File: config.mk
export PLATFORM = sky130hd
export DESIGN_NAME = pipe_reg_slice
export DESIGN_NICKNAME = d
export VERILOG_FILES = /design/src/rtl/pipe_pkg.sv /design/src/rtl/slice_entry.sv /design/src/rtl/pipe_reg_slice.sv
export SDC_FILE = /design/constraint.sdc
export NUM_CORES = 1
export LEC_CHECK = 0
export ABC_AREA = 1
export ABC_CLOCK_PERIOD_IN_PS = 1600
export BUFFER_PORTS_ARGS = -buffer_cell sky130_fd_sc_hd__buf_2
export CELL_PAD_IN_SITES_DETAIL_PLACEMENT = 1
export CELL_PAD_IN_SITES_GLOBAL_PLACEMENT = 2
export CORE_ASPECT_RATIO = 1.1
export CORE_MARGIN = 1
export CORE_UTILIZATION = 25
export DETAILED_ROUTE_END_ITERATION = 8
export HOLD_SLACK_MARGIN = 0.1
export PLACE_DENSITY_LB_ADDON = 0.08
export SYNTH_ARGS = -nofsm -noshare
export SYNTH_HDL_FRONTEND = slang
export SYNTH_SLANG_ARGS = --single-unit
File: constraint.sdc
create_clock -name clk -period 1.6 [get_ports clk]
set_input_delay 0.24 -clock clk [delete_from_list [all_inputs] [get_ports clk]]
set_output_delay 0.24 -clock clk [all_outputs]
set_load 0.02 [all_outputs]
File: src/rtl/pipe_pkg.sv
// Shared state encoding and occupancy helpers for the pipeline register slice.
package pipe_pkg;

    localparam int unsigned OCC_W = 2;

    typedef enum logic [1:0] {
        ST_EMPTY = 2'b00,
        ST_HALF  = 2'b01,
        ST_FULL  = 2'b10
    } state_e;

    // Number of held entries for a given state; 3 is unreachable.
    function automatic logic [OCC_W-1:0] occ_of(input state_e s);
        case (s)
            ST_HALF: occ_of = OCC_W'(1);
            ST_FULL: occ_of = OCC_W'(2);
            default: occ_of = OCC_W'(0);
        endcase
    endfunction

endpackage

File: src/rtl/slice_entry.sv
// Load-enabled flag+payload register used as the main and skid entries.
module slice_entry #(
    parameter int unsigned WIDTH = 2
) (
    input  logic           clk,
    input  logic           rst,
    input  logic           load,
    input  logic [WIDTH:0] d,
    output logic [WIDTH:0] q
);

    always_ff @(posedge clk) begin
        if (!rst) begin
            q <= '0;
        end else if (load) begin
            q <= d;
        end
    end

endmodule

File: src/rtl/pipe_reg_slice.sv
// Valid/ready register slice with a two-entry skid buffer; in_ready and out_* come
// straight from flops so neither handshake path is combinational through the slice.
module pipe_reg_slice
    import pipe_pkg::*;
#(
    parameter int unsigned WIDTH = 2
) (
    input  logic             clk,
    input  logic             rst,
    input  logic             flush,
    input  logic             in_valid,
    output logic             in_ready,
    input  logic             in_flag,
    input  logic [WIDTH-1:0] in_data,
    output logic             out_valid,
    input  logic             out_ready,
    output logic             out_flag,
    output logic [WIDTH-1:0] out_data,
    output logic [OCC_W-1:0] occupancy
);

    state_e         state;
    state_e         next_state;
    logic           accept;
    logic           drain;
    logic           main_load;
    logic           skid_load;
    logic           main_from_skid;
    logic [WIDTH:0] in_word;
    logic [WIDTH:0] main_d;
    logic [WIDTH:0] main_q;
    logic [WIDTH:0] skid_q;

    assign accept  = in_valid & in_ready;
    assign drain   = out_valid & out_ready;
    assign in_word = {in_flag, in_data};
    assign main_d  = main_from_skid ? skid_q : in_word;

    // State register plus handshake flags registered from the next state.
    always_ff @(posedge clk) begin
        if (!rst) begin
            state     <= ST_EMPTY;
            in_ready  <= 1'b1;
            out_valid <= 1'b0;
            occupancy <= '0;
        end else begin
            state     <= next_state;
            in_ready  <= (next_state != ST_FULL);
            out_valid <= (next_state != ST_EMPTY);
            occupancy <= occ_of(next_state);
        end
    end

    // Next state and entry load enables; flush voids any handshake this cycle.
    always_comb begin
        next_state     = state;
        main_load      = 1'b0;
        skid_load      = 1'b0;
        main_from_skid = 1'b0;
        if (flush) begin
            next_state = ST_EMPTY;
        end else begin
            case (state)
                ST_EMPTY: begin
                    if (accept) begin
                        main_load  = 1'b1;
                        next_state = ST_HALF;
                    end
                end
                ST_HALF: begin
                    if (accept && drain) begin
                        main_load = 1'b1;
                    end else if (accept) begin
                        skid_load  = 1'b1;
                        next_state = ST_FULL;
                    end else if (drain) begin
                        next_state = ST_EMPTY;
                    end
                end
                ST_FULL: begin
                    if (drain) begin
                        main_load      = 1'b1;
                        main_from_skid = 1'b1;
                        next_state     = ST_HALF;
                    end
                end
                default: next_state = ST_EMPTY;
            endcase
        end
    end

    slice_entry #(.WIDTH(WIDTH)) u_main (
        .clk  (clk),
        .rst  (rst),
        .load (main_load),
        .d    (main_d),
        .q    (main_q)
    );

    slice_entry #(.WIDTH(WIDTH)) u_skid (
        .clk  (clk),
        .rst  (rst),
        .load (skid_load),
        .d    (in_word),
        .q    (skid_q)
    );

    assign out_flag = main_q[WIDTH];
    assign out_data = main_q[WIDTH-1:0];

endmodule

==> results.sh, run 1 <==
export IMPL_gp_routability_congestion=0.6904
export IMPL_drt_antenna_violating_nets=0
export IMPL_cts_hold_repair_buffers=0
export IMPL_crit_fanout=5
export IMPL_ys_types=17
export IMPL_cts_root_to_sink_buffers=2
export IMPL_pwr_share_clk_pct=31.7
export IMPL_fmax_mhz=873.8
export IMPL_ys_warnings_count=0
export IMPL_clk_pin_slew_worst_paths_ns=0.08
export IMPL_synth_top_cell_area_share_pct=43.44
export IMPL_via_count_of_the_first_global_routing_pass=568
export IMPL_leakage_nw=0.3419
export IMPL_site_rows=17
export IMPL_comb_power_share_pct=15.0
export IMPL_setup_worst_path_end_class="flip-flop"
export IMPL_post_drt_via_cell_ratio=4.315
export IMPL_timing_hold_worst_class="in -> reg"
export IMPL_timing_max_transition_violations_final=0
export IMPL_clock_latency_ns=0.28
export IMPL_hold_violations=0
export IMPL_core_region_area_um2=2042
export IMPL_clock_sinks=12
export IMPL_ys_flop_type="dfxtp_1"
export IMPL_timing_worst_setup_path_type="reg -> reg"
export IMPL_yosys_top_cells_count="nor2_1 (17), dfxtp_1 (12), inv_1 (12), nand2_1 (12), nand3_1 (7)"
export IMPL_finalCriticalPeriod_ns=1.144
export IMPL_total_power_mw=0.5998
export IMPL_ioPinCount=15
export IMPL_ys_ff_latch=12
export IMPL_grt_use_total_pct=13.60
export IMPL_die_h_um=51.33
export IMPL_area_occupied_by_multi_input_gates_um2=260.3
export IMPL_cts_tree="yes"
export IMPL_vdd_drop_max_mv=0.3174
export IMPL_power_share_switching_pct=27.95
export IMPL_detail_route_wirelength_um=1283
export IMPL_ys_top_cells_by_area="dfxtp_1 (43%), nor2_1 (12%), inv_1 (8.1%)"
export IMPL_die_area_um2=2405
export IMPL_power_density_nw_per_um2=881.2
export IMPL_internal_power_mw=0.4321
export IMPL_initial_antenna_violation_count=0
export IMPL_post_route_period_util_pct=71.53
export IMPL_layout_area_overhead_vs_synth_pct=23.08
export IMPL_status="completed"
export IMPL_tightest_slew_ns=0.2547
export IMPL_power_switching_mw=0.1677
export IMPL_ctsResizeCount=0
export IMPL_synthCells=79
export IMPL_initialDrtViolationCount=4
export IMPL_number_of_diodes_added_for_antenna_fixing=0
export IMPL_clock_skew_final_ns=0.005753
export IMPL_seqCellArea_um2=240.2
export IMPL_max_slew_margin_pct=82.99
export IMPL_critical_path_startpoint_type="flip-flop"
export IMPL_initial_utilization_pct=27.08
export IMPL_finalSetupViolations=0
export IMPL_filler_cell_count=293
export IMPL_avgSynthCellArea_um2=7.000
export IMPL_synth_top_area_cell="dfxtp_1"
export IMPL_clock_root_buffer="clkbuf_4"
export IMPL_largest_net_degree_at_the_start_of_global_routing=9
export IMPL_fin_worst_hold_slack_ns=0.2300
export IMPL_quantity_of_i_o_buffers_inserted_on_ports=14
export IMPL_synth_enable_flop_cells=0
export IMPL_syn_num_nets=87
export IMPL_dr_pass1_iters=2
export IMPL_ratio_of_cells_with_drive_above_1_in_the_final_layout_pct=26.04
export IMPL_final_nets=106
export IMPL_detail_placement_hpwl_um=1054
export IMPL_netlist_area_um2=553.0
export IMPL_overflow=0
export IMPL_worst_endpoint_arrival_ns=1.32
export IMPL_die_width_um=46.85
export IMPL_max_cap_violations=0
export IMPL_post_route_drc_count=0
export IMPL_depth_of_the_cts_h_tree=1
export IMPL_p_seq_share_pct=53.3
export IMPL_async_reset_ff_share_pct=0
export IMPL_post_synth_top_count_cell="nor2_1"
export IMPL_post_cts_setup_buffers=0
export IMPL_cts_buffers_inserted=3
export IMPL_vias=535
export IMPL_finalSetupTns_ns=0
export IMPL_worst_endpoint_required_ns=1.78
export IMPL_grt_pass1_wl_um=2277
export IMPL_routed_wire_length_per_instance_um=10.35
export IMPL_seq_area_frac_synth_pct=43.44
export IMPL_setup_repair_after_global_routing_missed_its_margin="no"
-- registers in the layout, indices dropped and copies added, names as in the netlist --
signal,cells
occupancy,2
in_ready,1
u_main.q,3
state,2
out_valid,1
u_skid.q,3
-- worst max-delay path, cell delays in order, from the launching register on --
cell	delay [ns]
dfxtp_1	0.41
inv_1	0.11
nor2_1	0.13
nand3_2	0.12
nand2_1	0.08
inv_1	0.03
nor2_1	0.12
nor2_1	0.05
-- layout by cell type, fill, tap and decap left out --
master    count
nand2_1      12
o21ai_1       3
dfxtp_1      12
nand4_1       1
a21oi_1       2
o22ai_1       1
inv_2         1
nand3_2       2
nand2_2       3
inv_1        12
clkinv_1      1
buf_2        14
nor3_1        2
nand3_1       7
a21oi_2       1
nor2_1       17
clkbuf_4      3
o21ai_4       1
o21ai_0       1
-- layer usage --
layer	track usage, %	vias up	wire, µm
met5	0	-	0
met4	8.571	0	26
met3	2.120	4	44
met2	21.76	8	646
met1	16.31	239	567
li1	-	284	-
-- area by class of cell --
class | count | share of cell area, %
tap | 28 | 5.147
clock buffer | 3 | 3.309
sequential | 12 | 35.29
inverter | 14 | 7.721
timing repair buffer | 14 | 10.29
multi-input combinational | 53 | 38.24
-- stage by stage --
step	utilization, %	setup WS (ns)	cells	area, µm²
floorplan	-	0.4758	79	553.0
global placement	32.23	0.4281	121	658.1
CTS	33.33	0.4346	124	680.7
detailed placement	32.23	0.4451	121	658.1
finish	33.33	0.4555	124	680.7
global route	33.33	0.3080	124	680.7
-- power by group through the flow --
| stage | clock [mW] | combinational (mW) | sequential [mW] |
|---|---|---|---|
| 6_report | 0.190 | 0.0901 | 0.319 |
| 5_1_grt | 0.221 | 0.104 | 0.322 |
| 4_1_cts | 0.195 | 0.0924 | 0.320 |
| 3_5_place_dp | 0 | 0.0922 | 0.327 |
| 3_3_place_gp | 0 | 0.0914 | 0.326 |
| 2_1_floorplan | 0 | 0.0478 | 0.338 |
-- worst paths after layout --
check        slack, ns                startpoint                        to  cells after the start
max reg2reg       0.46       state[1]$_SDFF_PN0_  u_main.q[1]$_SDFFE_PN0P_                      7
min reg2reg       0.50  u_skid.q[2]$_SDFFE_PN0P_  u_skid.q[2]$_SDFFE_PN0P_                      2
min               0.23                   in_flag  u_skid.q[2]$_SDFFE_PN0P_                      3
max               0.46       state[1]$_SDFF_PN0_  u_main.q[1]$_SDFFE_PN0P_                      7
-- cells by family (layout without fill, tap and decap cells) --
kind of cell | count (synthesis) | count (layout) | share of synthesized area (%)
AOI/OAI and AO/OA | 9 | 9 | 11.09
buffers and inverters | 14 | 31 | 9.500
DFF | 12 | 12 | 43.44
and+or+nand+nor | 44 | 44 | 35.97
(Power assumes the default switching activity.)
==> run 2: changes to the inputs <==
Settings changed: ABC_AREA 1 to 0, ABC_CLOCK_PERIOD_IN_PS 1600 to 1100.
Clock period 1.6 ns to 1.1 ns, I/O delays scaled along.
==> run 2 against run 1 <==
  * The run now ends with negative setup slack left
  * Power rose by 55%
  * Core utilization rose by 11 points
  * Global-route usage rose by 0.16 points
  * Non-clock buffer count rose by 18
  * Via count rose by 6.2%
  * Area after synthesis rose by 6.6%
  * Clock power rose by 44%
  * Register-to-register slack got worse by 0.70 ns
  * Largest power group unchanged
==> results.sh, run 2 <==
export IMPL_fmax_mhz=745.3
export IMPL_synthCells=57
export IMPL_site_rows=18
export IMPL_gp_routability_congestion=0.7498
export IMPL_initial_antenna_violation_count=0
export IMPL_ioPinCount=15
export IMPL_timing_critical_path_cells="a21bo_4 > nor4_4 > mux2i_1 > nor2b_1"
export IMPL_clock_skew_final_ns=0.001537
export IMPL_leakage_nw=0.3905
export IMPL_ys_types=25
export IMPL_yosys_top_cells_count="dfxtp_1 (12), nor2_1 (6), nor2b_1 (4)"
export IMPL_setup_worst_path_end_class="flip-flop"
export IMPL_failed_checks="negative setup slack"
export IMPL_ys_flop_type="dfxtp_1"
export IMPL_grt_pass1_wl_um=2456
export IMPL_numPlacedInstances=114
export IMPL_reg_largest_list="u_main.q x3, u_skid.q x3"
export IMPL_layout_area_overhead_vs_synth_pct=68.15
export IMPL_post_synth_top_count_cell="dfxtp_1"
export IMPL_post_route_period_util_pct=122.0
export IMPL_timing_worst_setup_path_type="reg -> reg"
export IMPL_tightest_slew_ns=0.3388
export IMPL_die_width_um=48.29
export IMPL_power_share_switching_pct=28.08
export IMPL_clk_pin_slew_worst_paths_ns=0.08
export IMPL_depth_of_the_cts_h_tree=1
export IMPL_detail_route_wirelength_um=1691
export IMPL_final_nets=100
export IMPL_critical_path_startpoint_type="flip-flop"
export IMPL_hold_violations=0
export IMPL_dr_pass1_iters=4
export IMPL_regToRegStartpoint="state[0]$_SDFF_PN0_"
export IMPL_status="complete, but fails checks"
export IMPL_worst_endpoint_required_ns=1.26
export IMPL_fin_worst_hold_slack_ns=0.1833
export IMPL_cts_root_to_sink_buffers=2
export IMPL_timing_hold_worst_class="in -> reg"
export IMPL_seq_area_frac_synth_pct=40.76
export IMPL_overflow=0
export IMPL_clock_latency_ns=0.27
export IMPL_post_drt_via_cell_ratio=4.733
export IMPL_max_slew_margin_pct=77.24
export IMPL_number_of_diodes_added_for_antenna_fixing=0
export IMPL_p_seq_share_pct=49.4
export IMPL_grt_use_total_pct=13.76
export IMPL_internal_power_mw=0.6707
export IMPL_largest_net_degree_at_the_start_of_global_routing=9
export IMPL_final_area_um2=991.0
export IMPL_finalSetupViolations=9
export IMPL_pwr_share_clk_pct=29.3
export IMPL_clock_sinks=12
export IMPL_netlist_area_um2=589.3
export IMPL_layout_cells_most_common="buf_4"
export IMPL_initial_utilization_pct=26.43
export IMPL_die_h_um=52.92
export IMPL_detail_placement_hpwl_um=1277
export IMPL_post_layout_nonfiller_instances=120
export IMPL_async_reset_ff_share_pct=0
export IMPL_post_route_util_pct=44.44
export IMPL_timing_max_transition_violations_final=0
export IMPL_quantity_of_i_o_buffers_inserted_on_ports=14
export IMPL_total_power_mw=0.9325
export IMPL_vdd_drop_max_mv=0.4903
export IMPL_synth_top_area_cell="dfxtp_1"
export IMPL_cts_tree="yes"
export IMPL_ys_ff_latch=12
export IMPL_finalCriticalPeriod_ns=1.342
export IMPL_post_route_drc_count=0
export IMPL_initialDrtViolationCount=3
export IMPL_dpl_instance_area_um2=829.5
export IMPL_pnr_worst_setup_slack_ns=-0.2417
export IMPL_cp_slowest_cell="dfxtp_2"
export IMPL_synth_top_cell_area_share_pct=40.76
export IMPL_clock_root_buffer="clkbuf_4"
export IMPL_crit_path_start="state[0]$_SDFF_PN0_"
export IMPL_syn_num_nets=65
export IMPL_routed_wire_length_per_instance_um=14.09
export IMPL_cts_buffers_inserted=3
export IMPL_synth_enable_flop_cells=0
export IMPL_ys_warnings_count=0
export IMPL_ys_top_cells_by_area="dfxtp_1 (41%), mux2i_1 (5.1%), nand4bb_4 (4.7%)"
export IMPL_final_cell_mix="buf_4 (14), buf_2 (13), dfxtp_1 (8)"
export IMPL_power_density_nw_per_um2=941.0
export IMPL_vias=568
export IMPL_drt_antenna_violating_nets=0
export IMPL_crit_fanout=5
export IMPL_power_switching_mw=0.2618
export IMPL_worst_hold_startpoint="in_data[1]"
export IMPL_critPathMaxStageDelay_ns=0.37
export IMPL_via_count_of_the_first_global_routing_pass=602
export IMPL_die_area_um2=2556
export IMPL_avgSynthCellArea_um2=10.34
export IMPL_max_cap_violations=0
export IMPL_setup_repair_after_global_routing_missed_its_margin="yes"
export IMPL_worst_endpoint_arrival_ns=1.51
export IMPL_ratio_of_cells_with_drive_above_1_in_the_final_layout_pct=62.22
export IMPL_core_region_area_um2=2230
export IMPL_comb_power_share_pct=21.3
## run 2: cell types whose count changed after synthesis, sizes merged, moves of 3 or more
| cell | change |
|---|---|
| nand2 | -13 |
| nor2 | -11 |
| o31ai | +3 |
| nand3 | -8 |
| o21ai | -5 |
| nor3b | +3 |
| inv | -13 |
| mux2i | +3 |
| a2111oi | +3 |
| nor2b | +4 |
## run 2: cells by family after synthesis
kind of cell    after synthesis  share of synthesized area, %
simple gates                 26                         33.55
mux                           3                         5.096
compound gates               14                         17.83
flops                        12                         40.76
buf+inv                       2                         2.759
## run 2: stage by stage
step	setup TNS (ns)	setup WS, ns
3_3_place_gp	-1.466	-0.2152
6_report	-1.305	-0.2417
2_1_floorplan	-0.7140	-0.1590
4_1_cts	-1.458	-0.2547
3_5_place_dp	-1.715	-0.2448
5_1_grt	-1.990	-0.3049
## run 2: power by group through the flow
stage / Combinational [mW] / Sequential (mW) / Clock [mW]
2_1_floorplan: 0.0758 / 0.487 / 0
5_1_grt: 0.213 / 0.463 / 0.301
4_1_cts: 0.182 / 0.461 / 0.277
3_5_place_dp: 0.170 / 0.471 / 0
6_report: 0.198 / 0.461 / 0.273
3_3_place_gp: 0.168 / 0.471 / 0
## run 2: timing repair
item | in CTS | in global routing
setup endpoints to repair | 12 | 13
hold buffers | 0 | 0
setup buffers | 1 | 4
endpoints found under the hold margin | 0 | 0
pin swaps | 2 | 7
gates resized for setup | 8 | 13
## run 2: final timing paths
kind / to / slack (ns) / cells after the start
max: u_skid.q[0]$_SDFFE_PN0P_ / -0.24 / 4
min: u_main.q[1]$_SDFFE_PN0P_ / 0.18 / 3
max reg2reg: u_skid.q[0]$_SDFFE_PN0P_ / -0.24 / 4
min reg2reg: u_main.q[2]$_SDFFE_PN0P_ / 0.50 / 2
## run 2: final cells by class
| cell class | count | area, µm² |
|---|---|---|
| clock buffers | 3 | 22.52 |
| multi-input cells | 43 | 454.2 |
| repair buffers | 32 | 226.5 |
| fillers | 251 | 1239 |
| flip-flops and latches | 12 | 250.2 |
| well taps | 30 | 37.54 |
## run 2: critical path, delay by kind of cell (launching register included)
kind	cells	cell delay, ns
compound gates	1	0.24
flops	1	0.37
mux	1	0.23
simple gates	2	0.39
## run 2: per-layer routing
layer  GRT usage, %  up-vias  part of all wire (%)  routed length, µm
met5              0        -                     0                  0
met4          5.556        0                  0.41                  7
met3          2.048        2                   2.5                 43
met2          25.33        9                    57                972
met1          14.76      274                    40                668
li1               -      283                     -                  -
==> run 3: changes to the inputs <==
Settings changed: SYNTH_HIERARCHICAL from default to 1.
==> run 3 against run 2 <==
  * The flow still finishes with violations (negative setup slack)
  * Core utilization shrank 0.49 points
  * Non-clock buffer count down 6
  * First-iteration DRC count shrank 67%
  * Wire length shrank 31%
  * Clock power rose by 25%
  * Final cell count is 12% lower
  * Clock skew grew 0.00080 ns
  * Largest cell class unchanged
==> results.sh, run 3 <==
export IMPL_synth_top_area_cell="dfxtp_1"
export IMPL_cts_hold_repair_buffers=0
export IMPL_kind_of_cell_adding_the_most_delay_to_the_critical_path="multiplexers"
export IMPL_synth_enable_flop_cells=0
export IMPL_post_drt_via_cell_ratio=4.538
export IMPL_depth_of_the_cts_h_tree=1
export IMPL_timing_critical_path_cells="nand4b_1 > nor2_2 > mux2_2 > mux2i_1 > nor2b_1"
export IMPL_site_rows=16
export IMPL_final_cell_mix="buf_2 (14), dfxtp_1 (8), buf_4 (8)"
export IMPL_drt_antenna_violating_nets=0
export IMPL_critical_path_startpoint_type="flip-flop"
export IMPL_netlist_area_um2=520.5
export IMPL_worst_hold_startpoint="in_flag"
export IMPL_max_slew_margin_pct=77.76
export IMPL_seq_area_frac_synth_pct=46.15
export IMPL_fin_worst_hold_slack_ns=0.1826
export IMPL_setup_worst_path_end_class="flip-flop"
export IMPL_cts_tree="yes"
export IMPL_finalSetupViolations=9
export IMPL_largest_net_degree_at_the_start_of_global_routing=8
export IMPL_setup_repair_after_global_routing_missed_its_margin="yes"
export IMPL_timing_hold_worst_class="in -> reg"
export IMPL_grt_pass1_wl_um=1897
export IMPL_regToRegStartpoint="state[0]$_SDFF_PN0_"
export IMPL_worst_endpoint_arrival_ns=1.53
export IMPL_fmax_mhz=730.8
export IMPL_ys_types=21
export IMPL_vias=481
export IMPL_cts_buffers_inserted=3
export IMPL_ys_top_cells_by_area="dfxtp_1 (46%), mux2i_1 (12%), nor2b_1 (7.2%)"
export IMPL_clock_root_buffer="clkbuf_4"
export IMPL_cp_slowest_cell="mux2_2"
export IMPL_rr_endpoint="u_main/q[1]$_SDFFE_PN0P_"
export IMPL_die_h_um=49.86
export IMPL_post_synth_top_count_cell="dfxtp_1"
export IMPL_worst_endpoint_required_ns=1.26
export IMPL_max_cap_violations=0
export IMPL_power_density_nw_per_um2=1147
export IMPL_post_layout_nonfiller_instances=106
export IMPL_ys_flop_type="dfxtp_1"
export IMPL_routed_wire_length_per_instance_um=11.08
export IMPL_path_depth=5
export IMPL_synth_top_cell_area_share_pct=46.15
export IMPL_post_route_period_util_pct=124.4
export IMPL_finalCriticalPeriod_ns=1.368
export IMPL_hold_path_endpoint="u_skid/q[2]$_SDFFE_PN0P_"
export IMPL_vdd_drop_max_mv=0.5880
export IMPL_seqCellArea_um2=250.2
export IMPL_core_region_area_um2=1862
export IMPL_final_nets=88
export IMPL_ys_warnings_count=6
export IMPL_yosys_top_cells_count="dfxtp_1 (12), mux2i_1 (6), nor2b_1 (6)"
export IMPL_tightest_slew_ns=0.3310
export IMPL_cts_root_to_sink_buffers=2
export IMPL_via_count_of_the_first_global_routing_pass=475
export IMPL_layout_area_overhead_vs_synth_pct=57.21
export IMPL_critPathMaxStageDelay_ns=0.36
export IMPL_dr_pass1_iters=4
export IMPL_hold_violations=0
export IMPL_reg_largest_list="u_main/q x3, u_skid/q x3"
export IMPL_clk_pin_slew_worst_paths_ns=0.08
export IMPL_detail_placement_hpwl_um=979.6
export IMPL_async_reset_ff_share_pct=0
export IMPL_ratio_of_cells_with_drive_above_1_in_the_final_layout_pct=60.76
export IMPL_crit_fanout=3
export IMPL_timing_worst_setup_path_type="reg -> reg"
export IMPL_worst_hold_path_num_cells=3
export IMPL_clock_sinks=12
export IMPL_avgSynthCellArea_um2=10.62
export IMPL_pnr_worst_setup_slack_ns=-0.2684
export IMPL_total_power_mw=0.9383
export IMPL_initialDrtViolationCount=1
export IMPL_worstPathBufferInverterCount=0
export IMPL_detail_route_wirelength_um=1174
export IMPL_number_of_diodes_added_for_antenna_fixing=0
export IMPL_quantity_of_i_o_buffers_inserted_on_ports=14
export IMPL_clock_latency_ns=0.26
export IMPL_ioPinCount=15
export IMPL_clock_skew_final_ns=0.002336
export IMPL_timing_reg2reg_worst_path_depth=5
export IMPL_gp_routability_congestion=0.6812
export IMPL_ys_ff_latch=12
export IMPL_initial_antenna_violation_count=0
export IMPL_finalSetupTns_ns=-1.262
export IMPL_leakage_nw=0.3310
export IMPL_filler_cell_count=223
export IMPL_synthCells=49
export IMPL_timing_max_transition_violations_final=0
export IMPL_layout_cells_most_common="buf_2"
export IMPL_initial_utilization_pct=27.96
export IMPL_numPlacedInstances=101
export IMPL_die_width_um=45.51
export IMPL_die_area_um2=2269
export IMPL_post_route_drc_count=0
export IMPL_overflow=0
export IMPL_status="complete, but fails checks"
export IMPL_regToRegSetupSlack_ns=-0.27
export IMPL_area_occupied_by_multi_input_gates_um2=322.8
export IMPL_syn_num_nets=57
export IMPL_grt_use_total_pct=11.39
export IMPL_failed_checks="negative setup slack"
run 3: worst min-delay path, delay by kind of cell:
family	cells	cell delay, ns
buffers and inverters	1	0.09
muxes	1	0.06
and+or+nand+nor	1	0.10
run 3: metal layers:
layer	vias up	wire (µm)	global-route usage (%)
met5	-	0	0
met4	0	0	3.030
met3	0	61	2.198
met2	14	589	19.52
met1	223	523	13.96
li1	244	-	-
run 3: cells by family after synthesis:
| group | Yosys count | share of synthesized area [%] |
|---|---|---|
| DFF | 12 | 46.15 |
| and+or+nand+nor | 20 | 25.24 |
| AOI/OAI and AO/OA | 8 | 10.58 |
| muxes | 9 | 18.03 |
run 3: per-stage QoR:
stage	utilization (%)	cell area, µm²	worst slack (ns)
2_1_floorplan	-	546.8	-0.2148
3_3_place_gp	39.38	733.2	-0.2256
3_5_place_dp	39.38	733.2	-0.2619
4_1_cts	42.20	785.8	-0.2716
5_1_grt	43.95	818.3	-0.3294
6_report	43.95	818.3	-0.2684
run 3: worst max-delay path by stage:
stage               slack (ns)                start                        to
global placement         -0.23  state[1]$_SDFF_PN0_  u_main/q[0]$_SDFFE_PN0P_
detailed placement       -0.26  state[0]$_SDFF_PN0_  u_main/q[1]$_SDFFE_PN0P_
floorplan                -0.21  state[0]$_SDFF_PN0_  u_main/q[0]$_SDFFE_PN0P_
CTS                      -0.27  state[0]$_SDFF_PN0_  u_main/q[1]$_SDFFE_PN0P_
global route             -0.33  state[0]$_SDFF_PN0_  u_main/q[1]$_SDFFE_PN0P_
finish                   -0.27  state[0]$_SDFF_PN0_  u_main/q[1]$_SDFFE_PN0P_
run 3: timing repair:
action                                  in CTS  in global routing
pin swaps                                    4                  2
buffers inserted                             0                  2
endpoints found under the setup margin      11                 10
resized for setup                            6                  6
run 3: final cells by class:
class	count	area share (%)
well taps	27	4.128
multi-input cells	37	39.45
clock buffers	4	4.434
repair buffers	26	21.41
flip-flops and latches	12	30.58
run 3: power breakdown:
part | internal, mW | leakage, nW | total, mW | switching, mW
Sequential | 0.446 | 0.0990 | 0.453 | 0.00772
Clock | 0.201 | 0.0210 | 0.342 | 0.141
Combinational | 0.0726 | 0.211 | 0.143 | 0.0704
Total | 0.719 | 0.331 | 0.938 | 0.220
